[src/rtl/demux_stream_pkg.sv]
// rtl/demux_stream_pkg.sv - shared types and constants for the packet demultiplexer
package demux_stream_pkg;

    localparam int NUM_CH = 2;

    typedef enum logic [1:0] {
        IDLE   = 2'd0,
        ROUTE0 = 2'd1,
        ROUTE1 = 2'd2
    } route_state_t;

endpackage

[src/rtl/stream_reg_slice.sv]
// rtl/stream_reg_slice.sv - one-entry valid/ready register holding a data beat and its last flag
module stream_reg_slice #(
    parameter int WIDTH = 8
) (
    input  logic             clk,
    input  logic             rst_n,
    input  logic             load_i,
    input  logic [WIDTH-1:0] data_i,
    input  logic             last_i,
    input  logic             out_ready_i,
    output logic             valid_o,
    output logic [WIDTH-1:0] data_o,
    output logic             last_o
);

    logic             valid_q, valid_d;
    logic [WIDTH-1:0] data_q, data_d;
    logic             last_q, last_d;

    always_comb begin
        valid_d = valid_q;
        data_d  = data_q;
        last_d  = last_q;
        // a load in the same cycle as a drain wins, so the slice stays full
        if (load_i) begin
            valid_d = 1'b1;
            data_d  = data_i;
            last_d  = last_i;
        end else if (valid_q && out_ready_i) begin
            valid_d = 1'b0;
        end
    end

    always_ff @(posedge clk) begin
        if (!rst_n) begin
            valid_q <= 1'b0;
            data_q  <= '0;
            last_q  <= 1'b0;
        end else begin
            valid_q <= valid_d;
            data_q  <= data_d;
            last_q  <= last_d;
        end
    end

    assign valid_o = valid_q;
    assign data_o  = data_q;
    assign last_o  = last_q;

endmodule

[src/rtl/demux1to2_stream.sv]
// rtl/demux1to2_stream.sv - packet-aware 1-to-2 stream demultiplexer with per-channel packet counters
module demux1to2_stream
    import demux_stream_pkg::*;
#(
    parameter int WIDTH = 8,
    parameter int CNT_W = 16
) (
    input  logic             clk,
    input  logic             rst_n,
    input  logic             in_valid,
    output logic             in_ready,
    input  logic [WIDTH-1:0] in_data,
    input  logic             in_last,
    input  logic             in_sel,
    output logic             out0_valid,
    input  logic             out0_ready,
    output logic [WIDTH-1:0] out0_data,
    output logic             out0_last,
    output logic             out1_valid,
    input  logic             out1_ready,
    output logic [WIDTH-1:0] out1_data,
    output logic             out1_last,
    output logic [CNT_W-1:0] pkt_cnt0,
    output logic [CNT_W-1:0] pkt_cnt1
);

    route_state_t      state_q, state_d;
    logic              dest_ch;
    logic              accept;
    logic [NUM_CH-1:0] load;
    logic [NUM_CH-1:0] sl_valid;
    logic [NUM_CH-1:0] sl_ready;
    logic [NUM_CH-1:0] sl_last;
    logic [WIDTH-1:0]  sl_data [NUM_CH];
    logic [CNT_W-1:0]  cnt_q [NUM_CH];

    assign sl_ready = {out1_ready, out0_ready};

    // in_sel only matters on a packet's first beat; mid-packet the route is locked
    always_comb begin
        dest_ch = 1'b0;
        case (state_q)
            IDLE:    dest_ch = in_sel;
            ROUTE0:  dest_ch = 1'b0;
            ROUTE1:  dest_ch = 1'b1;
            default: dest_ch = 1'b0;
        endcase
    end

    assign in_ready = !sl_valid[dest_ch] || sl_ready[dest_ch];
    assign accept   = in_valid && in_ready;
    assign load     = {accept && dest_ch, accept && !dest_ch};

    always_comb begin
        state_d = state_q;
        if (accept) begin
            if (in_last)      state_d = IDLE;
            else if (dest_ch) state_d = ROUTE1;
            else              state_d = ROUTE0;
        end
    end

    always_ff @(posedge clk) begin
        if (!rst_n) state_q <= IDLE;
        else        state_q <= state_d;
    end

    for (genvar c = 0; c < NUM_CH; c++) begin : g_ch
        stream_reg_slice #(.WIDTH(WIDTH)) u_slice (
            .clk         (clk),
            .rst_n       (rst_n),
            .load_i      (load[c]),
            .data_i      (in_data),
            .last_i      (in_last),
            .out_ready_i (sl_ready[c]),
            .valid_o     (sl_valid[c]),
            .data_o      (sl_data[c]),
            .last_o      (sl_last[c])
        );

        always_ff @(posedge clk) begin
            if (!rst_n)
                cnt_q[c] <= '0;
            else if (sl_valid[c] && sl_ready[c] && sl_last[c])
                cnt_q[c] <= cnt_q[c] + CNT_W'(1);
        end
    end

    assign out0_valid = sl_valid[0];
    assign out0_data  = sl_data[0];
    assign out0_last  = sl_last[0];
    assign out1_valid = sl_valid[1];
    assign out1_data  = sl_data[1];
    assign out1_last  = sl_last[1];
    assign pkt_cnt0   = cnt_q[0];
    assign pkt_cnt1   = cnt_q[1];

endmodule

[config.mk]
export PLATFORM = sky130hd
export DESIGN_NAME = demux1to2_stream
export DESIGN_NICKNAME = d
export VERILOG_FILES = /design/src/rtl/demux_stream_pkg.sv /design/src/rtl/stream_reg_slice.sv /design/src/rtl/demux1to2_stream.sv
export SDC_FILE = /design/constraint.sdc
export NUM_CORES = 1
export LEC_CHECK = 0
export ABC_AREA = 1
export ABC_CLOCK_PERIOD_IN_PS = 4200
export CORE_MARGIN = 4
export CORE_UTILIZATION = 50
export CTS_CLUSTER_SIZE = 10
export DETAILED_ROUTE_END_ITERATION = 10
export PLACE_DENSITY = 0.86
export SLEW_MARGIN = 5
export SYNTH_ARGS = -nofsm -noshare
export SYNTH_HDL_FRONTEND = slang
export SYNTH_SLANG_ARGS = --single-unit
[constraint.sdc]
create_clock -name clk -period 4.2 [get_ports clk]
set_input_delay 0.84 -clock clk [delete_from_list [all_inputs] [get_ports clk]]
set_output_delay 0.84 -clock clk [all_outputs]
set_load 0.02 [all_outputs]
==> metrics.log, run 1 <==
INFO  metric cts_tree = yes
INFO  metric post-route-drc-count = 0
INFO  metric cts_setup_buffers = 0
INFO  metric asyncSetResetFlopFracSynth = 0%
INFO  metric max-vdd-ir-drop = 250 uV
INFO  metric core-area = 5140 um2
INFO  metric hold_path.class = reg2reg
INFO  metric clock_transition_at_the_register_clock_pins_on_the_worst_setup_and_hold_paths_after_cts = 0.10 ns
INFO  metric dieWidth = 81.1 um
INFO  metric synth.yosys.warnings = 0
INFO  metric worst_path_largest_cell_delay = 0.63 ns
INFO  metric first_pass_iters = 4
INFO  metric gpl.final_weighted_congestion = roughly 0.80
INFO  metric post-place-ws = 1.04 ns
INFO  metric antenna_violating_nets_post_route = 0
INFO  metric cellPowerDensity = 302 nW/um2
INFO  metric die_h = about 81 um
INFO  metric postSynth.topFlopCell = sky130_fd_sc_hd__edfxtp_1
INFO  metric io_buffers = 67
INFO  metric floorplan.die_area = 6580 um2
INFO  metric status = completed
INFO  metric tritoncts.num_buffers = 5
INFO  metric power_leakage = ~0.0013 uW
INFO  metric cells_along_the_critical_path = clkdlybuf4s50_1 -> inv_1 -> nand2_1 -> nand2_2 -> o21ai_0 -> clkdlybuf4s50_1
INFO  metric cts_htree_levels = 2
INFO  metric groute.usage.overall = 20.0%
INFO  metric slew-limit-headroom = 53.3%
INFO  metric grt_pass1_vias = 2350
INFO  metric num_rows = 26
INFO  metric post-synth-top-count-cell = sky130_fd_sc_hd__nand2_1
INFO  metric hold_ws = 0.470 ns
INFO  metric netlist_instances = 327
INFO  metric setup_ws = 1.05 ns
INFO  metric grt_pass1_wl = ~10000 um
INFO  metric crit_path_max_fanout = 5
INFO  metric period_needed = between 3 and 4 ns
INFO  metric hold_viol = 0
INFO  metric timing.final.crit_share = ~75%
INFO  metric worst_setup_path_end_kind = output port
INFO  metric critPathCapture = in_ready
INFO  metric gr-total-overflow = 0
INFO  metric report.final.slew_viol_count = 0
INFO  metric root_buffer_cell = sky130_fd_sc_hd__clkbuf_8
INFO  metric synth_edf_count = 32
INFO  metric fill_cells = 472
INFO  metric post-synth-top-area-fraction = between 30% and 40%
INFO  metric worst_r2r_startpoint = g_ch[0].u_slice.valid_o
INFO  metric timing.critical_path.from_type = input port
INFO  metric critical_path.slowest_cell = sky130_fd_sc_hd__clkdlybuf4s50_1
INFO  metric cts.sinks = 54
INFO  metric critPathBufInv = 3
INFO  metric final_count_of_negative_setup_slack_endpoints = 0
INFO  metric maxClockFrequency = ~320 MHz
INFO  metric detailed_placement_wirelength_estimate = around 4700 um
INFO  metric worst_pin_slew = approximately 0.7 ns
INFO  metric critical_path_arrival = 2.31 ns
INFO  metric worstSetupStartpoint = in_sel
INFO  metric post_synthesis_cell_type_with_the_largest_combined_area = sky130_fd_sc_hd__edfxtp_1
INFO  metric antenna_found_initial = 0
INFO  metric critical_path.top_delay_family = buffers and inverters
INFO  metric cp_num_cells = 6
INFO  metric antenna-diode-count = 0
INFO  metric wl_per_cell = between 10 and 15 um
INFO  metric finalNonFillerCells = about 470
INFO  metric design.final.nets = 412
INFO  metric post_route_cells_drive_above_1_share = 6.57%
INFO  metric fin_worst_skew = approximately 0.01 ns
INFO  metric pin_count = 68
INFO  metric routed_wirelength = between 6000 and 7000 um
INFO  metric clock_insertion_delay_worst_skew = 0.30 ns
INFO  metric setup-tns-final = 0 ns
INFO  metric grt_max_degree = 24
INFO  metric post_cts_hold_buffer_count = 0
INFO  metric synth.cell_area = 2680 um2
INFO  metric cts_resized = 0
INFO  metric netlist_top_cells_count = sky130_fd_sc_hd__nand2_1 (84), sky130_fd_sc_hd__a21oi_1 (40), sky130_fd_sc_hd__inv_1 (35)
INFO  metric timing.setup.critical_path_class = in2out
INFO  metric r2r_slack = about 2.7 ns
INFO  metric yosysUniqueCellTypes = 31
INFO  metric floorplan.initialDensity = 52.0%
INFO  metric synthesis.area_per_instance = slightly above 8 um2
INFO  metric cp_common_cell = sky130_fd_sc_hd__clkdlybuf4s50_1
INFO  metric rsz0062_at_grt = false
INFO  metric vias = 2413
INFO  metric ffs_latches_synth = 54
INFO  metric synth_seq_area_share = 52.4%
INFO  metric area_growth_syn_to_layout = 30.7%
INFO  metric mapped_nets = 344
INFO  metric post_place_cells = 458
INFO  metric first_iter_violations = around 130
INFO  metric r2r.worst_path.cells = 7
INFO  metric cap_violations = 0
INFO  metric critical_path.reg2reg.endpoint = g_ch[0].u_slice.data_o[7]
INFO  metric critical_path_required = 3.36 ns
INFO  metric detail_route.vias_per_cell = ~5.2
INFO  metric synth.area.top_cells = sky130_fd_sc_hd__edfxtp_1 (36%), sky130_fd_sc_hd__dfxtp_1 (16%), sky130_fd_sc_hd__nand2_1 (12%), sky130_fd_sc_hd__a21oi_1 (7.5%), sky130_fd_sc_hd__inv_1 (4.9%)
INFO  metric cts_buffer_depth = 2
==> cell families (layout without fill, tap and decap cells) <==
group           after synthesis  count (layout)  share of synthesized area (%)
compound gates               53              53                           10.3
xor+xnor                      3               3                          0.982
fa+ha+maj                     2               2                          0.935
buf+inv                      48             117                           7.02
flops                        54              54                           52.4
simple gates                167             167                           28.4
==> worst min-delay path by stage <==
stage	start	endpoint	slack, ns	cells past startpoint
after global placement	state_q[1]	state_q[1]	0.45	2
after floorplan	state_q[0]	state_q[0]	0.44	2
after CTS	g_ch[1].u_slice.data_o[4]	g_ch[1].u_slice.data_o[4]	0.47	2
after detailed placement	g_ch[1].u_slice.data_o[4]	g_ch[1].u_slice.data_o[4]	0.45	2
final	g_ch[1].u_slice.data_o[3]	g_ch[1].u_slice.data_o[3]	0.47	2
after global routing	g_ch[1].u_slice.data_o[4]	g_ch[1].u_slice.data_o[4]	0.49	2
==> area by class of cell <==
| cell class | count | area (um2) | share of cell area, % |
|---|---|---|---|
| Tap cell | 70 | 87.6 | 2.51 |
| Sequential cell | 54 | 1400 | 40.1 |
| Inverter | 42 | 159 | 4.55 |
| Multi-Input combinational cell | 225 | 1090 | 31.1 |
| Timing Repair Buffer | 67 | 671 | 19.2 |
| Clock inverter | 2 | 8.76 | 0.251 |
| Clock buffer | 6 | 82.6 | 2.36 |
==> flip-flops by register name, summed over array words and instances, names as in the netlist <==
| register | cells |
|---|---|
| cnt_q | 32 |
| g_ch.u_slice.data_o | 16 |
| g_ch.u_slice.last_o | 2 |
| g_ch.u_slice.valid_o | 2 |
| state_q | 2 |
==> placed cells by master (no fill, tap or decap), types with 3 or more instances in the layout <==
| cell | instances |
|---|---|
| sky130_fd_sc_hd__nor2_2 | 5 |
| sky130_fd_sc_hd__nor2_1 | 31 |
| sky130_fd_sc_hd__nor3_1 | 3 |
| sky130_fd_sc_hd__inv_2 | 5 |
| sky130_fd_sc_hd__o21ai_0 | 7 |
| sky130_fd_sc_hd__nand3_1 | 16 |
| sky130_fd_sc_hd__nand2_1 | 84 |
| sky130_fd_sc_hd__nand4_1 | 14 |
| sky130_fd_sc_hd__a21oi_1 | 40 |
| sky130_fd_sc_hd__dfxtp_1 | 22 |
| sky130_fd_sc_hd__inv_1 | 36 |
| sky130_fd_sc_hd__clkbuf_8 | 6 |
| sky130_fd_sc_hd__nand3b_1 | 3 |
| sky130_fd_sc_hd__clkdlybuf4s50_1 | 67 |
| sky130_fd_sc_hd__edfxtp_1 | 32 |
| sky130_fd_sc_hd__nor2_4 | 3 |
==> report_power, final <==
part / internal [uW] / switching (uW) / total, uW
registers: 584 / 22.3 / 606
clock network: 131 / 165 / 296
logic: 67.1 / 87.4 / 154
==> per-layer routing <==
metal	up-vias	wire, um	GRT usage (%)
met5	-	0	0
met4	0	97	5.91
met3	9	446	6.10
met2	68	3050	34.0
met1	1121	2620	24.3
li1	1215	-	-
==> stage by stage <==
| step | cell area (um2) | power [uW] | utilization [%] |
|---|---|---|---|
| after global routing | 3500 | 1100 | 68.0 |
| final | 3500 | 1060 | 68.0 |
| after global placement | 3400 | 769 | 66.2 |
| after CTS | 3500 | 1060 | 68.0 |
| after detailed placement | 3400 | 773 | 66.2 |
| after floorplan | 2680 | 694 | - |
==> worst min-delay path: stages, from the launching register on <==
cell and delay (ns):
sky130_fd_sc_hd__dfxtp_1 0.32, sky130_fd_sc_hd__nand2_1 0.06, sky130_fd_sc_hd__a21oi_1 0.05
Note: power is estimated with default switching activity, not from simulation.
==> run 2, diff against run 1 <==
ABC_CLOCK_PERIOD_IN_PS = 3300   (was 4200)
CORE_UTILIZATION = 49   (was 50)
PLACE_DENSITY = 0.85   (was 0.86)
clock period = 3.3 ns   (was 4.2 ns; I/O delays follow)
==> run 2 against run 1 <==
Effect of this change:
- first-iteration DRC count is 18% higher
- critical path depth unchanged
- die area up 1.8%
- total power is 25% higher
- cell count unchanged
- largest cell class unchanged
- utilization decreased by 1.1 points
- worst hold slack lost 0.0025 ns
- design area shrank 0.32%
- routed wire length shrank 0.42%
==> metrics.log, run 2 (synthesis results as in run 1) <==
INFO  metric worst_path_largest_cell_delay = 0.62 ns (was 0.63 ns)
INFO  metric antenna-diode-count = 0 (unchanged)
INFO  metric gpl.final_weighted_congestion = 0.848 (was 0.801)
INFO  metric gr-total-overflow = 0 (unchanged)
INFO  metric final_count_of_negative_setup_slack_endpoints = 0 (unchanged)
INFO  metric num_rows = 26 (unchanged)
INFO  metric cells_along_the_critical_path = clkdlybuf4s50_1 -> inv_1 -> nand2_1 -> nand2_2 -> o21ai_0 -> clkdlybuf4s50_1 (unchanged)
INFO  metric grt_pass1_wl = 10100 um (was 10300 um)
INFO  metric maxClockFrequency = ~360 MHz
INFO  metric fill_cells = 440 (was 472)
INFO  metric clock_transition_at_the_register_clock_pins_on_the_worst_setup_and_hold_paths_after_cts = 0.09 ns (was 0.10 ns)
INFO  metric largest_reg_flops = 32 (unchanged)
INFO  metric design.final.nets = 412 (unchanged)
INFO  metric busiest_layer = met2 (unchanged)
INFO  metric mostFrequentLayoutCell = sky130_fd_sc_hd__nand2_1 (unchanged)
INFO  metric cts_htree_levels = 2 (unchanged)
INFO  metric power_leakage = 0.00126 uW (was 0.00127 uW)
INFO  metric crit_path_max_fanout = 5 (unchanged)
INFO  metric cts_buffer_depth = 2 (unchanged)
INFO  metric worst_r2r_startpoint = cnt_q[1][0] (was g_ch[0].u_slice.valid_o)
INFO  metric cts.sinks = 54 (unchanged)
INFO  metric cts_resized = 0 (unchanged)
INFO  metric floorplan.die_area = 6710 um2 (was 6580 um2)
INFO  metric rsz0062_at_grt = false (unchanged)
INFO  metric core-area = 5200 um2 (was 5140 um2)
INFO  metric antenna_violating_nets_post_route = 0 (unchanged)
INFO  metric floorplan.initialDensity = 51.4% (was 52.0%)
INFO  metric detail_route.vias_per_cell = 5.10 (was 5.18)
INFO  metric grt_use_met1 = 22.9% (was 24.3%)
INFO  metric registers.top_by_ff_count = cnt_q (unchanged)
INFO  metric slew-limit-headroom = 54.3% (was 53.3%)
INFO  metric cts_tree = yes (unchanged)
INFO  metric combPwrFrac = 14.8% (was 14.6%)
INFO  metric post_route_cells_drive_above_1_share = 6.06% (was 6.57%)
INFO  metric cellInternalPower = 979 uW (was 782 uW)
INFO  metric holdPathStages = 2 (unchanged)
INFO  metric r2r.worst_path.cells = 6 (was 7)
INFO  metric hold_ws = 0.468 ns (was 0.470 ns)
INFO  metric tritoncts.num_buffers = 5 (unchanged)
INFO  metric max-vdd-ir-drop = 273 uV (was 250 uV)
INFO  metric netSwitchingPower = 339 uW (was 275 uW)
INFO  metric power_frac_seq = 58.5% (was 57.4%)
INFO  metric worst_pin_slew = 0.683 ns (was 0.699 ns)
INFO  metric timing.setup.critical_path_class = in2out (unchanged)
INFO  metric critical_path.slowest_cell = sky130_fd_sc_hd__clkdlybuf4s50_1 (unchanged)
INFO  metric cap_violations = 0 (unchanged)
INFO  metric routed_wirelength = 6190 um (was 6210 um)
INFO  metric first_iter_violations = 157 (was 133)
INFO  metric hold_path.startpoint = g_ch[1].u_slice.data_o[4] (was g_ch[1].u_slice.data_o[3])
INFO  metric die_h = 81.9 um (was 81.1 um)
INFO  metric layout_common_cells = sky130_fd_sc_hd__nand2_1 (84), sky130_fd_sc_hd__clkdlybuf4s50_1 (67), sky130_fd_sc_hd__a21oi_1 (40) (unchanged)
INFO  metric cellPowerDensity = 378 nW/um2 (was 302 nW/um2)
INFO  metric clock_insertion_delay_worst_skew = 0.30 ns (about the same)
INFO  metric met2_layer_usage_reported_by_global_route = 33.8% (was 34.0%)
INFO  metric worstSetupStartpoint = in_sel (unchanged)
INFO  metric root_buffer_cell = sky130_fd_sc_hd__clkbuf_8 (unchanged)
INFO  metric clkPwrFrac = 26.7% (was 28.0%)
INFO  metric grt_util_met3 = 6.69% (was 6.10%)
INFO  metric hold_path.class = reg2reg (unchanged)
INFO  metric groute.usage.overall = 19.6% (was 20.0%)
INFO  metric critical_path_arrival = 2.11 ns (was 2.31 ns)
INFO  metric post_cts_hold_buffer_count = 0 (unchanged)
INFO  metric dieWidth = 81.9 um (was 81.1 um)
INFO  metric period_needed = 2.77 ns
INFO  metric report.final.slew_viol_count = 0 (unchanged)
INFO  metric worst_setup_path_end_kind = output port (unchanged)
INFO  metric vias = 2378 (was 2413)
INFO  metric first_pass_iters = 4 (unchanged)
INFO  metric pin_count = 68 (unchanged)
INFO  metric fin_worst_skew = 0.00999 ns (was 0.0100 ns)
INFO  metric timing.final.crit_share = 83.9%
INFO  metric antenna_found_initial = 0 (unchanged)
INFO  metric cts_setup_buffers = 0 (unchanged)
INFO  metric p_sw_share = 25.7% (was 26.0%)
INFO  metric cp_common_cell = sky130_fd_sc_hd__clkdlybuf4s50_1 (unchanged)
INFO  metric setup-tns-final = 0 ns (unchanged)
INFO  metric post-route-drc-count = 0 (unchanged)
INFO  metric io_buffers = 67 (unchanged)
INFO  metric area_growth_syn_to_layout = 30.3% (was 30.7%)
INFO  metric timing.critical_path.from_type = input port (unchanged)
INFO  metric detailed_placement_wirelength_estimate = 4630 um (was 4730 um)
INFO  metric grt_pass1_vias = 2304 (was 2350)
INFO  metric status = completed (unchanged)
INFO  metric hold_viol = 0 (unchanged)
INFO  metric critical_path_required = 2.64 ns (was 3.36 ns)
INFO  metric wl_per_cell = 13.3 um (about the same)
INFO  metric grt_max_degree = 24 (unchanged)
-- run 2: area by class of cell --
type                            count  area, um2  share of cell area (%)
Inverter                           42        159                    4.56
Sequential cell                    54       1400                    40.2
Clock buffer                        8       80.1                    2.30
Tap cell                           70       87.6                    2.51
Multi-Input combinational cell    225       1090                    31.2
Timing Repair Buffer               67        671                    19.2
-- run 2: stage by stage --
stage / instance area (um2) / util [%] / instances / total power [uW] / setup slack [ns]
2_1_floorplan: 2680 / - / 327 / 883 / 1.31
3_3_place_gp: 3400 / 65.4 / 458 / 978 / 0.546
3_5_place_dp: 3400 / 65.4 / 458 / 982 / 0.512
4_1_cts: 3480 / 66.9 / 466 / 1330 / 0.507
5_1_grt: 3480 / 66.9 / 466 / 1380 / 0.401
6_report: 3480 / 66.9 / 466 / 1320 / 0.531
-- run 2: path summary, 6_finish.rpt --
check                                            endpoint  slack, ns
worst max-delay path                             in_ready       0.53
worst min-delay path            g_ch[1].u_slice.data_o[4]       0.47
worst max register to register               cnt_q[1][12]       1.81
worst min register to register  g_ch[1].u_slice.data_o[4]       0.47
-- run 2: worst max-delay path: cells and delay by family --
kind	cells	cell delay, ns
AOI/OAI and AO/OA	1	0.16
buffers and inverters	3	1.12
and+or+nand+nor	2	0.17
-- run 2: power groups by stage --
stage	clock (uW)	combinational, uW	sequential, uW
final	352	196	771
after global routing	397	211	776
after CTS	362	197	771
after detailed placement	0	196	786
after global placement	0	193	785
after floorplan	0	66.4	817
-- run 2: metal layers --
metal,vias to the layer above,share of wire (%),wire length [um]
met2,61,50,3080
met5,-,0,0
met4,0,0.44,27
met1,1093,43,2680
li1,1220,-,-
met3,4,6.6,406
==> run 3, diff against run 2 <==
ABC_CLOCK_PERIOD_IN_PS = 2780   (was 3300)
clock period = 2.78 ns   (was 3.3 ns; I/O delays follow)
==> run 3 against run 2 <==
Effect of this change:
- utilization grew 0.75 points
- design area grew 1.1%
- combinational power grew 19%
- highest routed layer unchanged
==> metrics.log, run 3 (synthesis results as in run 1) <==
INFO  metric post_place_cells = 460 (was 458)
INFO  metric timing.critical_path.from_type = input port (unchanged)
INFO  metric fin_worst_skew = 0.00269 ns (was 0.00999 ns)
INFO  metric cts.sinks = 54 (unchanged)
INFO  metric floorplan.initialDensity = 51.4% (unchanged)
INFO  metric mostFrequentLayoutCell = sky130_fd_sc_hd__nand2_1 (unchanged)
INFO  metric clock_transition_at_the_register_clock_pins_on_the_worst_setup_and_hold_paths_after_cts = 0.09 ns (about the same)
INFO  metric post-route-drc-count = 0 (unchanged)
INFO  metric slew-limit-headroom = 54.7% (was 54.3%)
INFO  metric maxClockFrequency = 393 MHz
INFO  metric post-layout-total-power = 1630 uW (was 1320 uW)
INFO  metric core-area = 5200 um2 (unchanged)
INFO  metric cp_common_cell = sky130_fd_sc_hd__clkdlybuf4s50_1 (unchanged)
INFO  metric largest_reg_flops = 32 (unchanged)
INFO  metric gpl.final_weighted_congestion = 0.838 (was 0.848)
INFO  metric grt_pass1_wl = 10400 um (was 10100 um)
INFO  metric worst_hold_path.endpoint = g_ch[1].u_slice.data_o[3] (was g_ch[1].u_slice.data_o[4])
INFO  metric period_needed = 2.54 ns
INFO  metric hold_path.class = reg2reg (unchanged)
INFO  metric critical_path.reg2reg.endpoint = cnt_q[0][12] (was cnt_q[1][12])
INFO  metric rsz0062_at_grt = false (unchanged)
INFO  metric dieWidth = 81.9 um (unchanged)
INFO  metric root_buffer_cell = sky130_fd_sc_hd__clkbuf_8 (unchanged)
INFO  metric setup-tns-final = 0 ns (unchanged)
INFO  metric die_h = 81.9 um (unchanged)
INFO  metric crit_path_max_fanout = 5 (unchanged)
INFO  metric area.sequential = 1400 um2 (unchanged)
INFO  metric antenna_found_initial = 0 (unchanged)
INFO  metric layout_common_cells = sky130_fd_sc_hd__nand2_1 (84), sky130_fd_sc_hd__clkdlybuf4s50_1 (67), sky130_fd_sc_hd__a21oi_1 (40) (unchanged)
INFO  metric status = completed (unchanged)
INFO  metric vias = 2421 (was 2378)
INFO  metric critical_path_arrival = 1.99 ns (was 2.11 ns)
INFO  metric grt_pass1_vias = 2323 (was 2304)
INFO  metric cts_resized = 0 (unchanged)
INFO  metric first_iter_violations = 135 (was 157)
INFO  metric tritoncts.num_buffers = 5 (unchanged)
INFO  metric first_pass_iters = 5 (was 4)
INFO  metric clock_insertion_delay_worst_skew = 0.30 ns (about the same)
INFO  metric cts_buffer_depth = 2 (unchanged)
INFO  metric r2r_slack = 1.30 ns (was 1.81 ns)
INFO  metric report.final.slew_viol_count = 0 (unchanged)
INFO  metric area_growth_syn_to_layout = 31.7% (was 30.3%)
INFO  metric routed_wirelength = 6070 um (was 6190 um)
INFO  metric power_leakage = 0.00128 uW (was 0.00126 uW)
INFO  metric antenna-diode-count = 0 (unchanged)
INFO  metric wl_per_cell = 13.0 um (was 13.3 um)
INFO  metric holdPathStages = 2 (unchanged)
INFO  metric floorplan.die_area = 6710 um2 (unchanged)
INFO  metric hold_viol = 0 (unchanged)
INFO  metric post_route_cells_drive_above_1_share = 7.29% (was 6.06%)
INFO  metric multi_input_comb_area = 1090 um2 (unchanged)
INFO  metric critPathBufInv = 3 (unchanged)
INFO  metric hold_path.startpoint = g_ch[1].u_slice.data_o[3] (was g_ch[1].u_slice.data_o[4])
INFO  metric fill_cells = 432 (was 440)
INFO  metric groute.usage.overall = 19.9% (was 19.6%)
INFO  metric timing.final.crit_share = 91.5%
INFO  metric grt_max_degree = 23 (was 24)
INFO  metric io_buffers = 67 (unchanged)
INFO  metric cells_along_the_critical_path = clkdlybuf4s50_1 -> inv_1 -> nand2_1 -> nand2_2 -> o21ai_0 -> clkdlybuf4s50_1 (unchanged)
INFO  metric worst_r2r_startpoint = cnt_q[0][0] (was cnt_q[1][0])
INFO  metric registers.top_by_ff_count = cnt_q (unchanged)
INFO  metric worst_pin_slew = 0.678 ns (was 0.683 ns)
INFO  metric design.final.nets = 414 (was 412)
INFO  metric cellPowerDensity = 463 nW/um2 (was 378 nW/um2)
INFO  metric r2r.worst_path.cells = 8 (was 6)
INFO  metric finalNonFillerCells = 468 (was 466)
INFO  metric critical_path_required = 2.22 ns (was 2.64 ns)
INFO  metric post-route-util = 67.7% (was 66.9%)
INFO  metric max-vdd-ir-drop = 338 uV (was 273 uV)
INFO  metric gr-total-overflow = 0 (unchanged)
INFO  metric critical_path.top_delay_family = buffers and inverters (unchanged)
INFO  metric final_count_of_negative_setup_slack_endpoints = 0 (unchanged)
INFO  metric cts_tree = yes (unchanged)
INFO  metric detailed_placement_wirelength_estimate = 4520 um (was 4630 um)
INFO  metric pin_count = 68 (unchanged)
INFO  metric cap_violations = 0 (unchanged)
INFO  metric worst_setup_path_end_kind = output port (unchanged)
INFO  metric antenna_violating_nets_post_route = 0 (unchanged)
INFO  metric timing.setup.critical_path_class = in2out (unchanged)
INFO  metric critical_path.slowest_cell = sky130_fd_sc_hd__clkdlybuf4s50_1 (unchanged)
INFO  metric cts_setup_buffers = 0 (unchanged)
INFO  metric cts_htree_levels = 2 (unchanged)
INFO  metric setup_ws = 0.236 ns (was 0.531 ns)
INFO  metric post-place-ws = 0.227 ns (was 0.512 ns)
INFO  metric post_cts_hold_buffer_count = 0 (unchanged)
INFO  metric num_rows = 26 (unchanged)
INFO  metric worst_path_largest_cell_delay = 0.62 ns (about the same)
INFO  metric detail_route.vias_per_cell = 5.17 (was 5.10)
## run 3: changes by cell type in the layout (fill, tap and decap cells not counted)
cell and change:
sky130_fd_sc_hd__clkbuf_1 -3, sky130_fd_sc_hd__buf_4 +2, sky130_fd_sc_hd__clkinv_2 +2, sky130_fd_sc_hd__clkbuf_16 +1
## run 3: how the worst max path moves through the flow
stage	start	to	slack, ns	cells past startpoint
6_report	in_sel	in_ready	0.24	6
3_3_place_gp	in_sel	in_ready	0.23	6
4_1_cts	in_sel	in_ready	0.22	6
5_1_grt	in_sel	in_ready	0.11	6
3_5_place_dp	in_sel	in_ready	0.23	6
2_1_floorplan	in_sel	in_ready	1.00	4
## run 3: layer usage
layer / vias to the layer above / global-route usage [%] / share of wire, %
li1: 1223 / - / -
met1: 1109 / 24.9 / 44
met2: 83 / 33.6 / 48
met3: 6 / 5.81 / 6.7
met4: 0 / 5.48 / 1.2
met5: - / 0 / 0
## run 3: metrics by stage
stage / hold slack (ns) / area (um2)
3_3_place_gp: 0.449 / 3420
5_1_grt: 0.491 / 3520
4_1_cts: 0.473 / 3520
6_report: 0.469 / 3520
2_1_floorplan: 0.440 / 2680
3_5_place_dp: 0.458 / 3420
## run 3: power breakdown
group / switching [uW] / total, uW / internal, uW
registers: 33.7 / 915 / 882
logic: 131 / 234 / 103
clock network: 253 / 483 / 229
total: 418 / 1630 / 1210
## run 3: tightest hold or removal path, delay by kind of cell (launching register included)
family / cells / cell delay [ns]
compound gates: 1 / 0.05
flops: 1 / 0.32
simple gates: 1 / 0.06
## run 3: final cells by class
| class | count | share of cell area, % |
|---|---|---|
| tap | 70 | 2.49 |
| sequential | 54 | 39.8 |
| multi-input combinational | 225 | 30.8 |
| inverter | 42 | 4.51 |
| clock inverter | 2 | 0.284 |
| clock buffer | 6 | 2.66 |
| timing repair buffer | 69 | 19.5 |
